$ cat config.mk
export PLATFORM = sky130hd
export DESIGN_NAME = pc_fetch_sequencer
export DESIGN_NICKNAME = d
export VERILOG_FILES = /design/src/rtl/pc_fetch_sequencer.sv
export SDC_FILE = /design/constraint.sdc
export NUM_CORES = 1
export LEC_CHECK = 0
export CAP_MARGIN = 20
export CORE_UTILIZATION = 30
export DETAILED_ROUTE_END_ITERATION = 10
export MAX_ROUTING_LAYER = met4
export REMOVE_ABC_BUFFERS = 1
export SLEW_MARGIN = 20
export SYNTH_ARGS = -nofsm -noshare
export SYNTH_HDL_FRONTEND = slang
export SYNTH_SLANG_ARGS = --single-unit
$ cat constraint.sdc
create_clock -name clk -period 7.2 [get_ports clk]
set_input_delay 2.16 -clock clk [delete_from_list [all_inputs] [get_ports clk]]
set_output_delay 2.16 -clock clk [all_outputs]
set_load 0.02 [all_outputs]
$ cat src/rtl/pc_fetch_sequencer.sv
// pc_fetch_sequencer: program counter owner and instruction-fetch sequencer (BOOT/FETCH/STALL).
// Optional `PC_FAULT_INJECT_EN` adds fault_strobe/fault_mask to XOR-corrupt the registered pc.
module pc_fetch_sequencer #(
    parameter logic [31:0] RESET_PC    = 32'h0000_0000,
    parameter logic [31:0] PC_STEP     = 32'd4,
    parameter logic [31:0] TRAP_VECTOR = 32'h0000_0100
) (
    input  logic        clk,
    input  logic        rst,
    output logic        imem_req,
    output logic [31:0] imem_addr,
    input  logic        imem_ack,
    input  logic        stall,
    input  logic        branch_taken,
    input  logic [31:0] branch_target,
    input  logic        trap,
`ifdef PC_FAULT_INJECT_EN
    input  logic        fault_strobe,
    input  logic [31:0] fault_mask,
`endif
    output logic [31:0] pc,
    output logic        fetch_valid,
    output logic [31:0] fetch_pc,
    output logic [31:0] fetch_count
);
    typedef enum logic [1:0] {BOOT, FETCH, STALL} state_t;
    state_t state, state_n;
    logic redirect, accept;
    logic [31:0] pc_sel, inj;
    always_ff @(posedge clk or posedge rst)
        if (rst) state <= BOOT;
        else state <= state_n;
    always_comb
        state_n = (state == BOOT || redirect) ? FETCH :
                  state == FETCH ? ((accept && stall) ? STALL : FETCH) :
                  (stall ? STALL : FETCH);
    always_comb begin
        imem_req  = state == FETCH;
        imem_addr = pc;
    end
    // redirects are ignored in BOOT and discard any coincident ack
    always_comb begin
        redirect = state != BOOT && (trap || branch_taken);
        accept   = state == FETCH && imem_ack && !redirect;
        pc_sel   = !redirect ? (accept ? pc + PC_STEP : pc) :
                   trap ? TRAP_VECTOR : {branch_target[31:2], 2'b00};
    end
`ifdef PC_FAULT_INJECT_EN
    assign inj = (fault_strobe && state != BOOT) ? fault_mask : 32'h0;
`else
    assign inj = 32'h0;
`endif
    always_ff @(posedge clk or posedge rst)
        if (rst) begin
            pc          <= RESET_PC;
            fetch_valid <= 1'b0;
            fetch_pc    <= 32'h0;
            fetch_count <= 32'h0;
        end else begin
            pc          <= pc_sel ^ inj;
            fetch_valid <= accept;
            fetch_pc    <= accept ? pc : fetch_pc;
            fetch_count <= fetch_count + {31'h0, accept};
        end
endmodule
Word level (Yosys, flattened, before mapping)
Cells that the tools add are included.

Bits in writable memories: 0. ROM bits: 0. Bits in registers: 99. Bits in latches: 0. Input port bits: 38. Memories kept: 0.

Multipliers: 0. Reductions and logical operators: 10. Multiplexer cells: 7. Equality and inequality tests: 1. Shift operators: 0. Bitwise operators: 0. Divide/modulo/power cells: 0. $lt $le $gt $ge: 0. $add $sub $neg: 2.

Operators with widths (number): 32-bit 2-to-1 mux (3); 32-bit by 1-bit adder with 32-bit output (1); 32-bit by 3-bit adder with 32-bit output (second input constant) (1); 2-bit 2-to-1 mux (4); 1-bit logical AND (4); 2-bit nonzero test (2); 2-bit by 1-bit == test with 1-bit output (second input constant) (1); 2-bit zero test (1); 1-bit logical OR (2); 1-bit zero test (1).

Logic depth before layout (Yosys ltp)
Depth in word-level cells: 8. Gate-level depth with buffers: 12. Gate-level depth less buffers: 11.

Worst setup path after synthesis
No wires, ideal clock.

Path type: input to register. From: in imem_ack. To: reg fetch_count[30]. Data arrival time: 4.106 ns. Slack: 2.964 ns. Stages: 12. Data required time: 7.071 ns. Path through: nand2_1 > nor2_2 > nand2_2 > buf_2 > inv_1 > ha_1 > ha_1 > and2_1 > and4bb_4 > and4_4 > nand3_1 > xnor2_1.

Word-level cells in the longest chain between the ends: 3.

RTL lines: from (decl) (RTL line 12) `input logic imem_ack,`; 1-bit logical AND (2 in series) (RTL line 44) `accept = state == FETCH && imem_ack && !redirect;`; net accept (RTL line 28) `logic redirect, accept;`; 32-bit by 1-bit adder with 32-bit output (RTL line 63) `fetch_count <= fetch_count + {31'h0, accept};`; to (signal assigned) (RTL line 63); to (decl) (RTL line 24) `output logic [31:0] fetch_count`.

The timed path passes the listed nets, and every way through them passes these cells. A chain may end at the register's enable or synchronous reset.

Worst setup path after layout
From: in imem_ack. To: reg fetch_count[26].

The elaborated chain is that of the path after synthesis.

==> metrics.md <==
| Metric | Value |
|---|---|
| Ys flop type | `dfrtp_1` |
| Seq/Total Area, Yosys | `50.5%` |
| Most frequent CP cell | `ha_1` |
| Setup repair after global routing missed its margin | `false` |
| Per-instance average area after synthesis | `11.0 um^2` |
| Static leakage | `2.77 nW` |
| Type of the tightest min-delay check | `reg -> reg` |
| Setup TNS Final | `0 ns` |
| 1st-pass router iterations | `4` |
| Die extent in y | `roughly 130 um` |
| Synthesized flop and latch total | `95` |
| Pins over their slew limit | `0` |
| Status | `completed` |
| Critical-path top delay cell | `clkdlybuf4s50_1` |
| Share of flip-flops with an asynchronous set or reset after synthesis | `between 90% and 100%` |
| TritonCTS clock tree | `built` |
| Total wire length after detailed routing | `12.2 mm` |
| Effective utilization at floorplan | `30.9%` |
| Capturing element type of the critical path | `register` |
| Worst Max-Slew Pin Slew | `between 0.8 and 0.9 ns` |
| Fraction of the mapped netlist area in compound gates | `5.05%` |
| Period minus WS final | `approximately 4.6 ns` |
| Number of sinks handled by clock tree synthesis | `95` |
| Clock Skew | `0.00591 ns` |
| Area share of and/or/nand/nor cells after synthesis | `19.0%` |
| Max transition margin | `around 43%` |
| Areal power density over the cells | `roughly 240 mW/mm^2` |
| Root Driver | `clkbuf_16` |
| DR iter-0 viols | `140` |
| Worst endpoint required time | `7.43 ns` |
| Maximum resistive drop on vdd | `110 uV` |
| Worst setup path class | `in -> reg` |
| Number of flops mapped to enable cells by yosys | `0` |
| Post-synthesis cell area | `0.00471 mm^2` |
| DRC Markers | `0` |
| Maximum capacitance violations | `0` |
| Gate count of the mapped netlist | `~430` |
| Critical Path Start Type | `input pin` |
| Worst setup margin | `2.65 ns` |
| Final number of setup-violating endpoints | `0` |
| Peak per-stage delay on the critical path | `0.56 ns` |
| Area Growth Syn to Fin | `40.9%` |
| Wire length of the first global-routing pass | `~19 mm` |
| Fmax | `0.220 GHz` |
| Clock latency on the worst-skew pair | `approximately 0.34 ns` |
| Gp weighted congestion | `slightly above 0.8` |
| Unique masters post-synth | `42` |
| Number of cell rows | `45` |
| Dominant combinational cell family by area after synthesis | `simple AND/OR/NAND/NOR gates` |
| Leftover overflow at the end of global routing | `0` |
| Mux cell area share after synthesis | `6.69%` |
| DRT antenna net count | `0` |
| Met3 wire len | `624 um` |
| Maximum buffer depth of the clock tree | `2` |
| Via count of the first global-routing pass | `3551` |
| Number of antenna violations at the first check in global routing | `0` |
| M1 wire length | `approximately 5.8 mm` |
| Count of buffer and inverter cells on the critical path | `2` |
| Cell Chain, Critical Path | `clkdlybuf4s50_1, nand2_1, nor2_2, nand2_2, inv_1, ha_1, ha_1, and2_1, and4bb_4, and4_4, nand3_1, xnor2_1` |
| Final net count | `602` |
| Die width | `127 um` |
| Final critical-path share of the clock period | `~63%` |
| Vias post-DR | `about 3600` |
| Gates resized, CTS repair | `0` |
| Pre-CTS WS | `2.26 ns` |
| Top Family by Delay on Critical Path | `simple AND/OR/NAND/NOR gates` |
| CTS Hold Buffers Added | `0` |
| Share of post-route cells with drive strength above 1 | `11.2%` |
| Arrival time of the worst setup path | `4.78 ns` |
| Per-cell via count in the routed design | `around 4.7` |
| Uppermost routed layer | `met4` |
| Maximum number of pins on one net before global-route repair | `58` |
| Total of warnings raised by yosys | `0` |
| Die area | `around 0.016 mm^2` |
| Max FO, Critical Path | `8` |
| Count of fill cells added during filler insertion | `~1500` |
| Overall track demand over capacity in global routing | `16.1%` |
| Number of levels in the clock H-tree | `3` |
| Synthesized-area fraction occupied by xor and xnor cells | `10.6%` |
| Routed len/inst | `15.8 um` |
| Clock slew at reported path FFs | `0.07 ns` |
| Post CTS Setup Buffer Count | `0` |
| Total CTS buffers | `9` |
| Core area | `0.0153 mm^2` |
| Number of top-level pins | `168` |
| Count of buffers from port buffering | `159` |
| Share of synthesized cell area in full adder, half adder and majority cells | `1.06%` |
| Dpl hpwl | `8.76 mm` |
| Antenna diode count | `0` |
| Hold Violations, Final | `0` |
| Met2 WL | `5.67 mm` |
kinds of logic (layout without fill, tap and decap cells):
family                     Yosys count  after routing
AOI/OAI and AO/OA                   46             46
xor gates and xnor gates            57             57
adders and majority gates            4              4
buffers and inverters               52            183
DFF                                 95             95
muxes                               28             28
other                                1              6
and+or+nand+nor                    145            145
registers in the layout, summed over array words and instances, names as in the netlist:
name         flops
fetch_count     32
state            2
fetch_valid      1
fetch_pc        30
imem_addr       30
Yosys cell counts (7+ instances only):
cell type	n	share of area, %
xnor2_1	24	4.5
dfrtp_1	95	50
a21oi_1	22	2.3
clkbuf_1	7	0.56
nand2_1	22	1.8
nand3_1	36	3.8
nand4_1	28	3.7
xor2_1	33	6.1
and3_1	11	1.5
buf_4	36	5.7
nor3_1	8	0.85
mux2_2	28	6.7
o21ai_0	17	1.8
nor2_1	15	1.2
where the power goes:
part | switching (mW) | total [mW] | leakage (nW) | internal [mW]
Sequential | 0.0677 | 0.664 | 1.24 | 0.596
Clock | 0.212 | 0.524 | 0.159 | 0.313
Combinational | 0.195 | 0.391 | 1.38 | 0.197
Total | 0.474 | 1.58 | 2.77 | 1.11
cell usage in the layout, fill, tap and decap left out, drive strengths merged, types with 5 or more instances in the layout:
cell and instances:
a21oi 22, and3 11, clkbuf 10, clkdlybuf4s50 159, conb 6, dfrtp 95
inv 5, mux2 28, nand2 23, nand3 37, nand4 30, nor2 16
nor3 10, nor4 5, o21ai 20, xnor2 24, xor2 33
layer usage:
layer | track usage [%] | up-vias
li1 | - | 1734
met1 | 21.7 | 1756
met2 | 24.2 | 106
met3 | 3.73 | 12
met4 | 4.62 | 0
met5 | - | -
final cells by class:
| cell class | count | area (um^2) | area share [%] |
|---|---|---|---|
| Sequential cell | 95 | 2380 | 35.8 |
| Multi-Input combinational cell | 286 | 2030 | 30.7 |
| Clock inverter | 5 | 82.6 | 1.24 |
| Tap cell | 211 | 264 | 3.98 |
| Clock buffer | 10 | 239 | 3.60 |
| Timing Repair Buffer | 162 | 1610 | 24.3 |
| Inverter | 6 | 25.0 | 0.377 |
per-stage QoR:
stage | area (um^2) | utilization, % | total power [mW] | hold slack [ns] | cells
2_1_floorplan | 4420 | - | 0.850 | 0.578 | 387
3_3_place_gp | 6310 | 41.3 | 1.06 | 0.462 | 760
3_5_place_dp | 6310 | 41.3 | 1.07 | 0.465 | 760
4_1_cts | 6630 | 43.4 | 1.60 | 0.475 | 775
5_1_grt | 6640 | 43.5 | 1.65 | 0.497 | 775
6_report | 6640 | 43.5 | 1.58 | 0.465 | 775
final timing paths:
path	end	slack (ns)	depth (start not counted)	from
worst max-delay path	fetch_count[26]	2.65	12	imem_ack
worst min-delay path	fetch_count[31]	0.46	1	fetch_count[31]
worst max register to register	fetch_count[26]	4.48	11	state[0]
worst min register to register	fetch_count[31]	0.46	1	fetch_count[31]
max in group asynchronous	imem_addr[18]	3.86	3	rst
min in group asynchronous	fetch_pc[23]	2.19	2	rst
No activity file was read; power rests on OpenSTA's default activity.
==> variant (same settings) <==
The option `PC_FAULT_INJECT_EN` is turned on by a define.
--- a/src/rtl/pc_fetch_sequencer.sv
+++ b/src/rtl/pc_fetch_sequencer.sv
@@ -1,4 +1,6 @@
 // pc_fetch_sequencer: program counter owner and instruction-fetch sequencer (BOOT/FETCH/STALL).
 // Optional `PC_FAULT_INJECT_EN` adds fault_strobe/fault_mask to XOR-corrupt the registered pc.
+`define PC_FAULT_INJECT_EN
+
 module pc_fetch_sequencer #(
     parameter logic [31:0] RESET_PC    = 32'h0000_0000,
Interface: changed (added fault_mask and fault_strobe); port bits go from 168 to 201. The function was not compared with the original's and may differ.
==> variant against the original RTL <==
- hold slack better by 26 ps
- power is 20% higher
- sequential share of layout area is 2.6 points lower
- design area is 12% higher
- critical path type unchanged
- utilization is 1.2 points higher
- register-to-register slack worse by 160 ps
- area after synthesis is 9.8% higher
- worst setup slack worse by 240 ps
- wire length is 16% higher
- sequential cell count is 4 higher
- largest cell class unchanged
==> variant: results (changes against the original RTL) <==
Parameter                              Value

Outcome
  Result of the run ... completed (unchanged)

Setup path
  Worst R2R Setup Slack ... 4320 ps (was 4480 ps)
  Worst r2r dst ... fetch_count[24]$_DFF_PP0_ (was fetch_count[26]$_DFF_PP0_)
  Launching instance or port of the critical path ... trap (was imem_ack)
  Startpoint of the worst register-to-register path ... state[1]$_DFF_PP0_ (was state[0]$_DFF_PP0_)
  Largest incremental delay on the critical path ... 510 ps (was 560 ps)
  Cell count of the worst reg-to-reg path ... 10 (was 11)
  Arrival time at the worst endpoint ... 5020 ps (was 4780 ps)

Power
  NetSw ... 0.6194 mW (was 0.4742 mW)
  Int Power ... 1.277 mW (was 1.106 mW)
  Maximum vdd ir drop ... 115.9 uV (was 109.7 uV)
  Comb pwr share ... 34.9% (was 24.8%)
  Seq. pwr ... 0.760 mW (was 0.664 mW)
  Static leakage ... 2.966 nW (was 2.773 nW)

GRT
  Vias in the first global route ... 4263 (was 3551)
  First-pass GRT wire length ... 22930 um (was 19260 um)
  GRT Util Overall ... 17.04% (was 16.10%)
  Largest net degree at the start of global routing ... 57 (was 58)

Detailed routing
  Mean routed wirelength per cell ... 15.99 um (was 15.76 um)
  Number of DRC markers after the initial detailed-route iteration ... 169 (was 140)

Logic synthesis
  Most instantiated cells after synthesis ... 99 x sky130_fd_sc_hd__dfrtp_1, 63 x sky130_fd_sc_hd__xnor2_1, 60 x sky130_fd_sc_hd__nand2_1, 43 x sky130_fd_sc_hd__a21oi_1, 33 x sky130_fd_sc_hd__mux2_2 (was 95 x sky130_fd_sc_hd__dfrtp_1, 36 x sky130_fd_sc_hd__buf_4, 36 x sky130_fd_sc_hd__nand3_1, 33 x sky130_fd_sc_hd__xor2_1)
  Mean post-synth cell area ... 10.28 sq um (was 11.01 sq um)
  Distinct cells, synth ... 37 (was 42)

Placed design
  Worst Setup Slack post-DPL ... 2032 ps (was 2259 ps)
  Number of input and output port buffers inserted ... 198 (was 159)
  Cell count after placement ... 875 (was 760)
  Detailed placement HPWL ... 10370 um (was 8757 um)

STA
  Transition time at the pin with the least slew margin ... 859.1 ps (was 846.5 ps)
  Hold Worst Slack ... 491.3 ps (was 464.8 ps)

Cells and area
  Fraction of final layout cells sized beyond drive strength 1 ... 8.819% (was 11.17%)
  Final Core Density ... 44.66% (was 43.49%)
## variant: routing by layer
metal  part of all wire, %  GRT usage [%]  vias to the layer above
li1                      -              -                     2022
met1                    46          21.62                     2054
met2                    48          27.49                      131
met3                   4.6          2.892                       12
met4                   1.4          5.745                        0
met5                     0              -                        -
## variant: final cells by class
class	count	area share [%]
clock inverters	2	0.5033
multi-input cells	347	31.92
flip-flops and latches	99	33.22
well taps	220	3.691
repair buffers	202	26.98
inverters	7	0.3858
clock buffers	12	3.305
## variant: critical path: cells and delay by family
family | cells | cell delay [ps]
xor+xnor | 1 | 140
fa+ha+maj | 1 | 200
buf+inv | 1 | 510
simple gates | 8 | 2020
## variant: logic make-up (layout without fill, tap and decap cells)
family,Yosys count,in the layout,synth area share [%]
simple gates,167,167,17.01
flops,99,99,47.90
xor+xnor,88,88,14.90
buf+inv,57,223,6.579
compound gates,55,55,5.515
mux,34,34,7.378
fa+ha+maj,3,3,0.7258
